==> src/rtl/fetch_pkg.sv <==
// Shared fetch-control definitions: FSM states, opcode encodings and the jump-offset table.
// Pure constants and types; no latency, no backpressure.
package fetch_pkg;

  typedef enum logic [1:0] {
    IDLE   = 2'd0,
    LAUNCH = 2'd1,
    RUN    = 2'd2,
    DONE   = 2'd3
  } state_t;

  localparam logic [8:0] HALT_INSTR = 9'h1FF;
  localparam logic [3:0] JMP_OP     = 4'b1111;
  localparam logic [3:0] BRZ_OP     = 4'b1110;

  // Signed 8-bit entries, index 15 leftmost; sign-extended to PC width by jump_lut.
  // idx: 0:0 1:-2 2:+5 3:+3 4:-1 5:+7 6:-8 7:+12 8:0 9:+1 10:-4 11:+16 12:-16 13:+2 14:-3 15:+100
  localparam logic [15:0][7:0] OFFSET_TABLE = {
    8'h64, 8'hFD, 8'h02, 8'hF0, 8'h10, 8'hFC, 8'h01, 8'h00,
    8'h0C, 8'hF8, 8'h07, 8'hFF, 8'h03, 8'h05, 8'hFE, 8'h00
  };

endpackage

==> src/rtl/jump_lut.sv <==
// Index-to-offset lookup, sign-extended to D bits so PC addition wraps modulo 2^D.
// Purely combinational (zero latency); no backpressure.
module jump_lut
  import fetch_pkg::*;
#(
  parameter int D = 12
) (
  input  logic [3:0]   idx,
  output logic [D-1:0] offset
);

  assign offset = D'($signed(OFFSET_TABLE[idx]));

endmodule

==> src/rtl/fetch_ctrl.sv <==
// Fetch sequencer: launch strobe, same-cycle relative-jump decode, halt detection, retire count.
// Decode outputs are combinational (zero latency), done is registered; no backpressure.
module fetch_ctrl
  import fetch_pkg::*;
#(
  parameter int D = 12,
  parameter int W = 9
) (
  input  logic         clk,
  input  logic         reset,
  input  logic         start_req,
  input  logic [D-1:0] prog_ctr,
  input  logic [W-1:0] instr_in,
  input  logic         flag_z,
  output logic         start,
  output logic         done,
  output logic         reljump_en,
  output logic [D-1:0] offset,
  output logic [W-1:0] instr_out,
  output logic         instr_valid,
  output logic [15:0]  instr_count
);

  state_t       state;
  state_t       state_nxt;
  logic         is_halt;
  logic [3:0]   opcode;
  logic         jump_hit;
  logic [D-1:0] lut_ofs;

  jump_lut #(.D(D)) u_lut (
    .idx    (instr_in[3:0]),
    .offset (lut_ofs)
  );

  assign is_halt     = (instr_in == W'(HALT_INSTR));
  assign opcode      = instr_in[8:5];
  assign instr_valid = (state == LAUNCH) || (state == RUN);
  assign instr_out   = instr_valid ? instr_in : '0;
  assign start       = (state == LAUNCH);
  assign done        = (state == DONE);

  // A zero table entry is a no-op jump, so it never raises reljump_en.
  assign jump_hit   = instr_valid && !is_halt &&
                      ((opcode == JMP_OP) || ((opcode == BRZ_OP) && flag_z));
  assign reljump_en = jump_hit && (lut_ofs != '0);
  assign offset     = reljump_en ? lut_ofs : '0;

  always_comb begin
    state_nxt = state;
    case (state)
      IDLE:    if (start_req) state_nxt = LAUNCH;
      LAUNCH:  state_nxt = RUN;
      RUN:     if (is_halt) state_nxt = DONE;
      DONE:    state_nxt = DONE;
      default: state_nxt = IDLE;
    endcase
  end

  // prog_ctr is owned by the PC unit; it is not needed for sequencing here.
  logic unused_pc;
  assign unused_pc = ^prog_ctr;

  always_ff @(posedge clk or negedge reset) begin
    if (!reset) begin
      state       <= IDLE;
      instr_count <= '0;
    end else begin
      state <= state_nxt;
      if (instr_valid && (instr_count != 16'hFFFF))
        instr_count <= instr_count + 16'd1;
    end
  end

endmodule

==> config.mk <==
export PLATFORM = sky130hd
export DESIGN_NAME = fetch_ctrl
export DESIGN_NICKNAME = d
export VERILOG_FILES = /design/src/rtl/fetch_pkg.sv /design/src/rtl/jump_lut.sv /design/src/rtl/fetch_ctrl.sv
export SDC_FILE = /design/constraint.sdc
export NUM_CORES = 1
export LEC_CHECK = 0
export BUFFER_PORTS_ARGS = -buffer_cell sky130_fd_sc_hd__buf_2
export CAP_MARGIN = 10
export CORE_UTILIZATION = 35
export DETAILED_ROUTE_END_ITERATION = 8
export GPL_ROUTABILITY_DRIVEN = 0
export REMOVE_ABC_BUFFERS = 1
export SKIP_CTS_REPAIR_TIMING = 1
export SLEW_MARGIN = 20
export SYNTH_ARGS = -nofsm -noshare
export SYNTH_HDL_FRONTEND = slang
export SYNTH_SLANG_ARGS = --single-unit
==> constraint.sdc <==
create_clock -name clk -period 5.59 [get_ports clk]
set_input_delay 1.118 -clock clk [delete_from_list [all_inputs] [get_ports clk]]
set_output_delay 1.118 -clock clk [all_outputs]
set_load 0.005 [all_outputs]
==> results of run 1 <==
==> worst max-delay path by stage <==
| stage | start | depth (start not counted) | slack (ps) | to |
|---|---|---|---|---|
| final | instr_in[1] | 8 | 1710 | reljump_en |
| after global routing | instr_in[1] | 8 | 1500 | reljump_en |
| after CTS | instr_in[1] | 8 | 1710 | reljump_en |
| after floorplan | instr_in[0] | 5 | 2220 | reljump_en |
| after global placement | instr_in[1] | 8 | 1700 | reljump_en |
| after detailed placement | instr_in[1] | 8 | 1720 | reljump_en |
==> worst reg2reg max path: cells and delay by family, from the launching register on <==
family | cells | cell delay, ps
muxes | 1 | 320
DFF | 1 | 400
and+or+nand+nor | 3 | 860
buffers and inverters | 1 | 110
adders and majority gates | 1 | 540
==> metal layers <==
layer / wire (um) / up-vias / track usage
li1: - / 633 / -
met1: 1453 / 595 / 0.1815
met2: 1355 / 42 / 0.2449
met3: 209 / 0 / 0.02759
met4: 0 / 0 / 0.02446
met5: 0 / - / 0
==> power by group through the flow <==
stage               clock [mW]  sequential (mW)  combinational (mW)
floorplan                    0            0.133              0.0144
global placement             0            0.133              0.0288
detailed placement           0            0.133              0.0286
CTS                      0.105            0.130              0.0287
global route             0.112            0.130              0.0327
finish                   0.104            0.130              0.0285
==> layout make-up <==
cell class,instances,share of cell area
clock buffers,4,0.03138
repair buffers,53,0.1512
multi-input cells,120,0.5114
flip-flops and latches,18,0.2568
inverters,7,0.01498
well taps,48,0.03424
==> kinds of logic (layout without fill, tap and decap cells) <==
kind of cell,after synthesis,after routing,synth area share
adders and majority gates,13,13,0.1142
buffers and inverters,15,64,0.05361
xor gates and xnor gates,12,12,0.07381
DFF,18,18,0.3163
AOI/OAI and AO/OA,17,17,0.08085
muxes,7,7,0.06063
and+or+nand+nor,71,71,0.3005
==> metrics by stage <==
step	hold WS [ps]	instances	utilization
2_1_floorplan	484.0	145	-
3_3_place_gp	487.9	246	0.4506
3_5_place_dp	492.3	246	0.4506
4_1_cts	502.1	250	0.4652
5_1_grt	548.0	250	0.4652
6_report	510.3	250	0.4652
==> flip-flops by register name, indices dropped and copies added (netlist names) <==
register	flops
instr_count	16
state	2
==> layout by cell type (no fill, tap or decap), types with 5 or more instances in the layout <==
cell type  synthesis  final
and2_1            10     10
buf_2              1     53
dfrtp_1           18     18
ha_1              13     13
inv_1              7      7
nand2_1            9      9
nand3_1            7      7
nand4_1            5      5
nor2_1            11     11
nor3_1             7      7
xor2_1            10     10
==> flow_summary.toml, run 1 <==
[worst_setup_path]
cpPeakStageDelay_ps = 430
worstReg2RegStart = "state[0]"
startpoint_type = "input port"
crit_arrival_ps = 2760
critical_path.endpoint_type = "output pin"
required_ps = 4470
crit_type = "input port to output pin"
crit_family = "simple AND/OR/NAND/NOR gates"
worstPathCellList = "buf_2 -> inv_1 -> ha_1 -> nor3b_1 -> nand3_1 -> a311oi_1 -> a31oi_1 -> buf_2"
ff2ff_path_depth = 6
critical-path-slowest-cell = "nor3b_1"
cp_common_cell = "buf_2"
cp_max_fo = 9
rr_endpoint = "instr_count[14]"
crit_buf_inv = 3
r2r_setup_slack_ps = 3230

[power]
clockPowerShare = 0.395
p_sw_uw = 58.51
power_density_mw_per_mm2 = 149.5
total_power_uw = 262.3
p_int_uw = 203.8
leakagePower_nw = 0.9879
ir_drop_uv = 131.1
p_comb_frac = 0.109
power_frac_seq = 0.496
sw_frac_of_total = 0.2230

[logic_synthesis]
synth_edf_count = 0
seq_area_frac_synth = 0.3163
synth.most_common_cell = "dfrtp_1"
synthDistinctLibCells = 41
ys_top_cells_by_count = "dfrtp_1, ha_1, nor2_1"
synth-seq-cells = 18
netlist_instances = 153
yosysTopAreaCell = "dfrtp_1"
yosys_warnings = 0
async_reset_ff_frac = 1.000
yosysTopAreaCellShare = 0.3163
synth_area_sq_mm = 0.001424
postSynthAreaPerCell_sq_um = 9.306
ys.flop_type = "dfrtp_1"
synth_area_leaders = "dfrtp_1, ha_1, xor2_1"

[routing]
vias = 1270
drc = 0
route.final.wire_length_um = 3018
wl_per_cell_um = 12.07
drtIter0Drc = 47
vias_per_cell = 5.080
ant_nets = 0
firstDrtPassIters = 4

[clock_network]
clock_latency_ps = 250
root_buffer = "clkbuf_8"
clk_pin_slew_worst_paths_ps = 70
cts.sinks = 18
cts_max_level = 1
numCtsBuffers = 3
cts_buffer_depth = 2
cts_tree = "done"

[die]
initial_core_util = 0.3776
boundaryPins = 66
dieArea_sq_mm = 0.004327
core_sq_mm = 0.003771
die_height_um = 65.78
die_w_um = 65.78
row_count = 22

[place]
placed_area_sq_mm = 0.001699
io_buffers = 53
dp_slack_ps = 1718
hpwl_um = 2273

[layout]
seq_area_sq_um = 450.4
nets = 241
design_area_sq_mm = 0.001754
synthToLayoutAreaGrowth_pct = 23.20
multiInputGateArea_sq_um = 897.1
fillCellCount = 375
antenna_cells = 0
drive_gt1_frac = 0.3218

[timing]
tns_ps = 0
maxSlewViolCount = 0
timing.fmax_mhz = 257.9
min_period_ps = 3878
finalClockSkew_ps = 2.108
timing_hold_violations_final = 0
maxSlewHeadroom = 0.6066
setup_viol = 0
worst_pin_slew_ps = 589.5
fin_ws_ps = 1712
fin_crit_sh = 0.6937
grt_setup_unrepaired = "false"

[worst_hold_path]
min_path_type = "flip-flop to flip-flop"
hold_start = "instr_count[11]"
hold_path_depth = 1
min_delay_worst_endpoint = "instr_count[11]"

[global_routing]
antenna_found_initial = 0
overflow = 0
grt_max_degree = 19
grt_pass1_vias = 1079
grt_pass1_wl_um = 4843
track_usage = 0.1411

[run]
drv_cap = 0

[run_status]
status = "completed"
Note: power is estimated with default switching activity, not from simulation.
==> run 2, diff against run 1 <==
==> constraint.sdc (replaced) <==
create_clock -name clk -period 3.95 [get_ports clk]
set_input_delay 0.79 -clock clk [delete_from_list [all_inputs] [get_ports clk]]
set_output_delay 0.79 -clock clk [all_outputs]
set_load 0.005 [all_outputs]
==> flow_summary.toml, run 2 (synthesized netlist as in run 1, its figures left out) <==
[routing]
wl_per_cell_um = 12.42
drtIter0Drc = 60
route.met3.wl_um = 212
vias = 1289
wl_met2_um = 1441
highest_layer = "met4"
drc = 0
wl_met1_um = 1428
route.final.wire_length_um = 3105
ant_nets = 0
vias_per_cell = 5.156
firstDrtPassIters = 4

[worst_setup_path]
required_ps = 3160
critical_path.endpoint_type = "output pin"
crit_type = "input port to output pin"
startpoint_type = "input port"
cp_max_fo = 9
crit_arrival_ps = 2440

[global_routing]
overflow = 0
antenna_found_initial = 0
track_usage = 0.1531
grt_pass1_wl_um = 5175
grt_pass1_vias = 1151
grt_max_degree = 19

[die]
initial_core_util = 0.3776
die_height_um = 65.78
core_sq_mm = 0.003771
die_w_um = 65.78
boundaryPins = 66
dieArea_sq_mm = 0.004327
row_count = 22

[clock_network]
cts_buffer_depth = 2
cts_max_level = 1
cts_tree = "done"
cts.sinks = 18
clk_pin_slew_worst_paths_ps = 70
clock_latency_ps = 250
root_buffer = "clkbuf_8"
numCtsBuffers = 3

[power]
power_density_mw_per_mm2 = 211.8
leakagePower_nw = 0.9879
ir_drop_uv = 291.3

[timing]
grt_setup_unrepaired = "false"
fin_crit_sh = 0.8176
tns_ps = 0
maxSlewViolCount = 0
worst_pin_slew_ps = 582.4
timing_hold_violations_final = 0
min_period_ps = 3230
timing.fmax_mhz = 309.6
finalClockSkew_ps = 1.449
maxSlewHeadroom = 0.6114
setup_viol = 0

[layout]
largestRegisters = "instr_count x16, state x2"
drive_gt1_frac = 0.3218
antenna_cells = 0
final_common_cell = "buf_2"
synthToLayoutAreaGrowth_pct = 23.20
fin_cells = 250
final_cell_mix = "buf_2, dfrtp_1, ha_1"
top_register = "instr_count"
largest_reg_flops = 16
nets = 241

[place]
io_buffers = 53
dp.cells = 246
hpwl_um = 2340

[run]
drv_cap = 0

[run_status]
status = "completed"

[worst_hold_path]
min_path_type = "input port to asynchronous set/reset pin"
## run 2: cell counts in the layout (fill, tap and decap cells not counted)
No cell type changed its count.
## run 2: metrics by stage
step                power, mW  worst slack (ps)  utilization  hold slack [ps]  cell area, sq um
global placement       0.2285             724.7       0.4506            487.6              1699
CTS                    0.3759             734.5       0.4652            480.5              1754
finish                 0.3715             720.3       0.4652            463.9              1754
global route           0.3913             535.5       0.4652            489.6              1754
floorplan              0.2082              1232            -            484.0              1374
detailed placement     0.2285             734.6       0.4506            487.2              1699
## run 2: layout make-up
type / instances / area, sq um
Timing Repair Buffer: 53 / 265.3
Fill cell: 385 / 2017
Inverter: 7 / 26.28
Clock buffer: 4 / 55.05
Sequential cell: 18 / 450.4
Tap cell: 48 / 60.06
Multi-Input combinational cell: 120 / 897.1
## run 2: final timing paths
path | endpoint | from | cells past startpoint | slack [ps]
worst max-delay path | reljump_en | instr_in[1] | 8 | 720
worst max register to register | instr_count[14] | state[0] | 6 | 1540
worst min register to register | instr_count[11] | instr_count[11] | 1 | 500
worst min-delay path | instr_count[10] | reset | 1 | 460
max in group asynchronous | instr_count[4] | reset | 1 | 3190
min in group clk | instr_count[11] | instr_count[11] | 1 | 500
## run 2: worst max-delay path, cell delays in order
cell      delay, ps
buf_2           180
inv_1           130
ha_1            210
nor3b_1         430
nand3_1         160
a311oi_1        270
a31oi_1         110
buf_2           160
## run 2: where the power goes
part           leakage [nW]  switching, mW  internal (mW)  total (mW)
Clock                0.0288         0.0584         0.0884       0.147
Combinational         0.718         0.0246         0.0158      0.0404
Sequential            0.241              0          0.184       0.184
## run 2: layer usage
layer	track usage	vias up
met2	0.2538	49
li1	-	638
met3	0.02069	2
met4	0.04891	0
met1	0.2039	600
met5	0	-
